==> src/rtl/candy_pkg.sv <==
// Shared constants for the candy machine front end.
//   NUM_KEYS                : number of key lines feeding candy_top key_in
//   KEY_*                   : bit index of each key within key_in
//   DEFAULT_DEBOUNCE_CYCLES : 10 ms at 50 MHz
//   DEFAULT_CNT_W           : counter width able to hold DEFAULT_DEBOUNCE_CYCLES-1
package candy_pkg;

    localparam int unsigned NUM_KEYS   = 4;

    localparam int unsigned KEY_COIN_A = 0;
    localparam int unsigned KEY_COIN_B = 1;
    localparam int unsigned KEY_CANCEL = 2;
    localparam int unsigned KEY_VEND   = 3;

    localparam int unsigned DEFAULT_DEBOUNCE_CYCLES = 500000;
    localparam int unsigned DEFAULT_CNT_W           = 19;

endpackage : candy_pkg

==> src/rtl/key_debounce.sv <==
// Single-key conditioner: two-flop synchroniser, stability counter and
// debounced level register.
//   clk, reset : system clock, asynchronous active-low reset
//   raw        : raw button level, asynchronous to clk
//   stable     : debounced level (registered)
//   press_c    : combinational, high on the edge where stable flips 0 -> 1
module key_debounce #(
    parameter int unsigned DEBOUNCE_CYCLES = candy_pkg::DEFAULT_DEBOUNCE_CYCLES,
    parameter int unsigned CNT_W           = candy_pkg::DEFAULT_CNT_W
) (
    input  logic clk,
    input  logic reset,
    input  logic raw,
    output logic stable,
    output logic press_c
);

    localparam logic [CNT_W-1:0] CNT_LAST = CNT_W'(DEBOUNCE_CYCLES - 1);

    logic             s1;
    logic             s2;
    logic [CNT_W-1:0] count;
    logic             flip_c;

    // Counter has run out while s2 still disagrees with the accepted level.
    assign flip_c  = (s2 != stable) && (count == CNT_LAST);
    assign press_c = flip_c && s2;

    // Synchroniser; only s2 is used downstream.
    always_ff @(posedge clk or negedge reset) begin
        if (!reset) begin
            s1 <= 1'b0;
            s2 <= 1'b0;
        end else begin
            s1 <= raw;
            s2 <= s1;
        end
    end

    // Any agreement with the accepted level restarts the count.
    always_ff @(posedge clk or negedge reset) begin
        if (!reset) begin
            count  <= '0;
            stable <= 1'b0;
        end else if (s2 == stable) begin
            count  <= '0;
        end else if (flip_c) begin
            count  <= '0;
            stable <= s2;
        end else begin
            count  <= count + CNT_W'(1);
        end
    end

endmodule : key_debounce

==> src/rtl/keypad_debounce.sv <==
// Keypad conditioner for candy_top: debounces every key line independently,
// queues press events and emits them as one-hot, single-cycle pulses, lowest
// index first.
//   clk, reset : system clock, asynchronous active-low reset
//   key_raw    : raw button levels, 1 = pressed, asynchronous to clk
//   key_out    : one-hot press pulse, one clk wide (drives candy_top key_in)
//   key_held   : debounced level per key
//   pend_any   : high while any press is queued but not yet emitted
module keypad_debounce #(
    parameter int unsigned NUM_KEYS        = candy_pkg::NUM_KEYS,
    parameter int unsigned DEBOUNCE_CYCLES = candy_pkg::DEFAULT_DEBOUNCE_CYCLES,
    parameter int unsigned CNT_W           = candy_pkg::DEFAULT_CNT_W
) (
    input  logic                clk,
    input  logic                reset,
    input  logic [NUM_KEYS-1:0] key_raw,
    output logic [NUM_KEYS-1:0] key_out,
    output logic [NUM_KEYS-1:0] key_held,
    output logic                pend_any
);

    logic [NUM_KEYS-1:0] press_c;
    logic [NUM_KEYS-1:0] pending;
    logic [NUM_KEYS-1:0] grant_c;
    logic [NUM_KEYS-1:0] pending_next_c;
    logic                found_c;

    // One conditioner per key line.
    for (genvar g = 0; g < NUM_KEYS; g++) begin : g_key
        key_debounce #(
            .DEBOUNCE_CYCLES (DEBOUNCE_CYCLES),
            .CNT_W           (CNT_W)
        ) u_key (
            .clk     (clk),
            .reset   (reset),
            .raw     (key_raw[g]),
            .stable  (key_held[g]),
            .press_c (press_c[g])
        );
    end

    // Lowest-index grant; a new press on the granted bit re-queues it.
    always_comb begin
        grant_c = '0;
        found_c = 1'b0;
        for (int unsigned i = 0; i < NUM_KEYS; i++) begin
            if (pending[i] && !found_c) begin
                grant_c[i] = 1'b1;
                found_c    = 1'b1;
            end
        end
        pending_next_c = (pending & ~grant_c) | press_c;
    end

    // pend_any tracks the value pending is about to take, so both agree.
    always_ff @(posedge clk or negedge reset) begin
        if (!reset) begin
            pending  <= '0;
            key_out  <= '0;
            pend_any <= 1'b0;
        end else begin
            pending  <= pending_next_c;
            key_out  <= grant_c;
            pend_any <= |pending_next_c;
        end
    end

endmodule : keypad_debounce

==> config.mk <==
export PLATFORM = sky130hd
export DESIGN_NAME = keypad_debounce
export DESIGN_NICKNAME = d
export VERILOG_FILES = /design/src/rtl/candy_pkg.sv /design/src/rtl/key_debounce.sv /design/src/rtl/keypad_debounce.sv
export SDC_FILE = /design/constraint.sdc
export NUM_CORES = 1
export LEC_CHECK = 0
export ABC_CLOCK_PERIOD_IN_PS = 3200
export CORE_MARGIN = 2
export CORE_UTILIZATION = 45
export CTS_CLUSTER_DIAMETER = 80
export DETAILED_ROUTE_END_ITERATION = 6
export PLACE_DENSITY = 0.67
export SETUP_SLACK_MARGIN = 0.3
export SLEW_MARGIN = 0
export SYNTH_ARGS = -nofsm -noshare
export SYNTH_HDL_FRONTEND = slang
export SYNTH_SLANG_ARGS = --single-unit
==> constraint.sdc <==
create_clock -name clk -period 3.2 [get_ports clk]
set_clock_uncertainty 0.2 [all_clocks]
set_input_delay 0.32 -clock clk [delete_from_list [all_inputs] [get_ports clk]]
set_output_delay 0.32 -clock clk [all_outputs]
set_load 0.01 [all_outputs]
======== Word-level counts from Yosys, hierarchy flattened ========
Cells that the tools add are included.
storage, ports and cells
  register bits ........................... 97
  logic and storage cells ................. 75
  output and inout bits ................... 9
  input port bits ......................... 6
operators by class
  eq/ne operators ......................... 12
  add/sub/neg operators ................... 4
  bitwise logic cells ..................... 7
  mux-type cells .......................... 14
  reductions and logical operators ........ 19
operators with widths
  kind                   number
  $mux 19                8
  $add 19x1->19 const B  4
  $eq 19x19->1 const B   4
  $logic_and 1x1->1      11
  $reduce_and 2->1       4
  $mux 1                 6
  $and 4x4->4            1
  $eq 1x1->1             4
  $ne 1x1->1             4
  $not 1->1              4
  $not 4->4              1
  $or 4x4->4             1
  $reduce_or 4->1        1
  $logic_not 1->1        3

======== Depth between registers and ports, before layout ========
  depth in word-level cells ............... 14
  gate-level depth with buffers ........... 7
  gate-level depth less buffers ........... 5

======== Cells and area by module ========
From an unflattened synthesis, not the netlist that was laid out.
unflattened totals
  cells, all modules ...................... 428
  area, all modules ....................... 4,730.8 um^2
by module, submodules not included
  module           cells an instance  times used  area each (um^2)  sequential area each (um^2)
  key_debounce     102                4           1,108.6           550.5
  keypad_debounce  20                 1           296.5             225.2

======== Worst setup path after synthesis ========
OpenSTA, ideal clock, no wires.
  kind .................................... register to register
  start ................................... register g_key[2].u_key.count[0]
  end ..................................... register g_key[2].u_key.count[10]
  data required time ...................... 2.879 ns
  period minus slack after synthesis ...... 2.179 ns
  buffers on the path ..................... 1
  arrival ................................. 1.858 ns
  path slack .............................. 1.021 ns
  setup time .............................. 0.121 ns
  stages on the path, launching flop included .. 7
  cell sequence ........................... dfrtp_1 > ha_1 > nand4_1 > or4_1 > o21ai_2 > buf_2 > nor2_1
between the ends
  cells in the longest elaborated chain, start to end .. 4
  elaborated cells on any way between the ends .. 5
  those cells by class .................... add/sub: 1; eq/ne: 1; mux: 2; reduce/logical: 1
RTL lines
  element                                                RTL line            source
  start, declared                                        key_debounce.sv:22  logic [CNT_W-1:0] count;
  start signal, assigned                                 key_debounce.sv:51  count <= count + CNT_W'(1);
  branches (longest 2 deep; another with $add 19x1->19)  n/a
  $mux 19 *                                              key_debounce.sv:47  end else if (flip_c) begin
  $mux 19 *                                              key_debounce.sv:45  end else if (s2 == stable) begin
Mark *: on every way between the ends.
A chain may end at the register's enable or synchronous reset.

======== Final worst setup path ========
Ends and elaborated chain as after synthesis.

==> results.json <==
{
  "status": "finished, final reports clean",
  "wl_um": 8100,
  "hold_path.class": "register to register",
  "max-clock-path-buffers": 2,
  "crit_path_start": "g_key[2].u_key.count[0]",
  "ios": 15,
  "routed-via-count": 3266,
  "grt_pass1_vias": 3097,
  "clock-sinks": 97,
  "rows": 36,
  "powerDensity_mw_per_mm2": 429,
  "worst_pin_slew_ns": 0.747,
  "regArea_mm2": 0.00243,
  "rr_startpoint": "g_key[2].u_key.count[0]",
  "final-setup-viol-count": 0,
  "arrival_ns": 2.50,
  "multi_input_area_mm2": 0.00195,
  "cts_root_buf": "clkbuf_8",
  "crit_path_start_kind": "register",
  "dr_wl_met2_um": 3800,
  "antenna_cells": 0,
  "drive_above_1_share_pct": 6.64,
  "synth_edf_count": 0,
  "hold_ws_ns": 0.155,
  "drt-met1-wl_um": 4040,
  "synthCells": 443,
  "yosys-top-cells-count": "97 x dfrtp_1, 63 x nor2_1, 33 x xnor2_1",
  "grt_pass1_wl_um": 14300,
  "gp_congestion": 0.774,
  "gr-total-overflow": 0,
  "cts_tree": "done",
  "rrSetupSlack_ns": 0.72,
  "die-area_mm2": 0.0108,
  "crit_path_end_kind": "register",
  "cp_max_fo": 19,
  "nets": 472,
  "worstSetupPathType": "register to register",
  "dr.pass1.iters": 5,
  "syn_nets": 453,
  "synthFlopType": "dfrtp_1",
  "core-area_mm2": 0.00973,
  "ys_ff_latch": 97,
  "setup-tns-final_ns": 0,
  "cts_made_buffers": 9,
  "fillers": 930,
  "worst_skew_pair.late_latency_ns": 0.36,
  "cap_violations": 0,
  "vdd_ir_drop_max_v": 0.000243,
  "finalMaxSlewViolations": 0,
  "ys_warn_count": 0,
  "yosysSeqAreaShare_pct": 53.9,
  "cts-resized-gates": 0,
  "period_share_pct": 77.4,
  "area_delta_synth_final_pct": 10.8,
  "final_antenna_net_count": 0,
  "antenna_found_initial": 0,
  "path_clk_slew_ns": 0.10,
  "grt_max_degree": 58,
  "min_from": "g_key[1].u_key.s1",
  "die_h_um": 104,
  "hpwl_um": 5600,
  "synth_most_common_cell": "dfrtp_1",
  "cts_max_level": 3,
  "io_buffers": 14,
  "remaining_drc_errors": 0,
  "slew_headroom_pct": 50.2,
  "syn_avg_cell_area_um2": 10.2,
  "route.met3.wl_um": 170,
  "ys_types": 39,
  "rsz0062_at_grt": "false",
  "fmax_ghz": 0.404,
  "synth_area_leader_cell": "dfrtp_1",
  "highest_layer": "met4",
  "p_leak_uw": 0.00199,
  "wl_per_cell_um": 13.5,
  "async_flop_share_pct": 100,
  "min_period_ns": 2.48,
  "synth.top_cell.area_share_pct": 53.9,
  "die_w_um": 104,
  "drt_iter0_markers": 132,
  "hold_viol": 0,
  "start_util_pct": 46.3,
  "netlist_top_cells_area": "dfrtp_1 54%, xnor2_1 6.4%, nor2_1 5.2%",
  "via_per_inst": 5.44,
  "grtUsageTotal_pct": 16.0,
  "critPathRequiredTime_ns": 3.22,
  "netlist_area_mm2": 0.00451
}
-- area by class of cell --
class / instances / area share (%)
multi-input combinational: 317 / 39.0
sequential: 97 / 48.6
tap: 133 / 3.33
clock buffer: 9 / 2.48
inverter: 17 / 1.28
clock inverter: 7 / 1.55
timing repair buffer: 20 / 3.71
-- cell families (layout without fill, tap and decap cells) --
family / Yosys count / in the layout / share of synthesized area, %
simple gates: 206 / 206 / 24.7
buf+inv: 29 / 53 / 2.89
compound gates: 54 / 54 / 7.11
fa+ha+maj: 4 / 4 / 1.11
mux: 1 / 1 / 0.250
flops: 97 / 97 / 53.9
xor+xnor: 52 / 52 / 10.1
-- metrics by stage --
| stage | instances | utilization (%) | power (µW) | setup slack [ns] | instance area (µm²) |
|---|---|---|---|---|---|
| global route | 600 | 51.3 | 2240 | 0.542 | 4990 |
| finish | 600 | 51.3 | 2140 | 0.724 | 4990 |
| global placement | 583 | 49.1 | 1360 | 0.782 | 4780 |
| detailed placement | 583 | 49.1 | 1360 | 0.708 | 4780 |
| CTS | 600 | 51.3 | 2170 | 0.699 | 4990 |
| floorplan | 443 | - | 1310 | 1.02 | 4510 |
-- placed cells by master, fill, tap and decap left out, drive strengths merged, types with 7 or more instances in the layout --
master / count
or3: 14
xnor2: 33
dfrtp: 97
o31ai: 13
nand4: 19
or4: 13
nand2: 20
clkbuf: 9
a21oi: 20
nor4: 10
xor2: 19
nor2: 63
inv: 19
nor4b: 7
clkdlybuf4s50: 13
nand3: 26
o21ai: 17
-- final timing paths --
kind	endpoint	cells after the start
max in group asynchronous	g_key[3].u_key.count[4]	3
worst min register to register	g_key[1].u_key.s2	0
worst max-delay path	g_key[2].u_key.count[10]	5
worst min-delay path	g_key[1].u_key.s2	0
worst max register to register	g_key[2].u_key.count[10]	5
min in group asynchronous	g_key[0].u_key.count[12]	2
-- worst max-delay path: stages, from the launching register on --
cell	delay, ns
dfrtp_1	0.42
ha_1	0.23
nand4_1	0.15
or4_1	0.57
o21ai_2	0.65
nor2_1	0.12
-- repair_timing --
action                                  4_1_cts  5_1_grt
hold buffers                                  1        0
hold endpoints to repair                     55        0
buffers inserted                              0        0
endpoints found under the setup margin        0        0
-- power by group --
| group | leakage [µW] | switching (µW) | internal, µW | total (µW) |
|---|---|---|---|---|
| clock | 0.000100 | 437 | 368 | 805 |
| sequential | 0.00133 | 16.0 | 1240 | 1260 |
| combinational | 0.000567 | 51.8 | 24.0 | 75.8 |
-- layer usage --
layer,global-route usage (%),up-vias
li1,-,1612
met1,22.3,1612
met2,25.5,32
met3,2.82,10
met4,4.83,0
met5,0,-
-- sequential cells by signal (all words and copies together) (netlist names) --
name / count
pending: 4
g_key.u_key.count: 76
key_out: 4
g_key.u_key.stable: 4
g_key.u_key.s2: 4
pend_any: 1
g_key.u_key.s1: 4
Power figures use the tool's default switching activity.
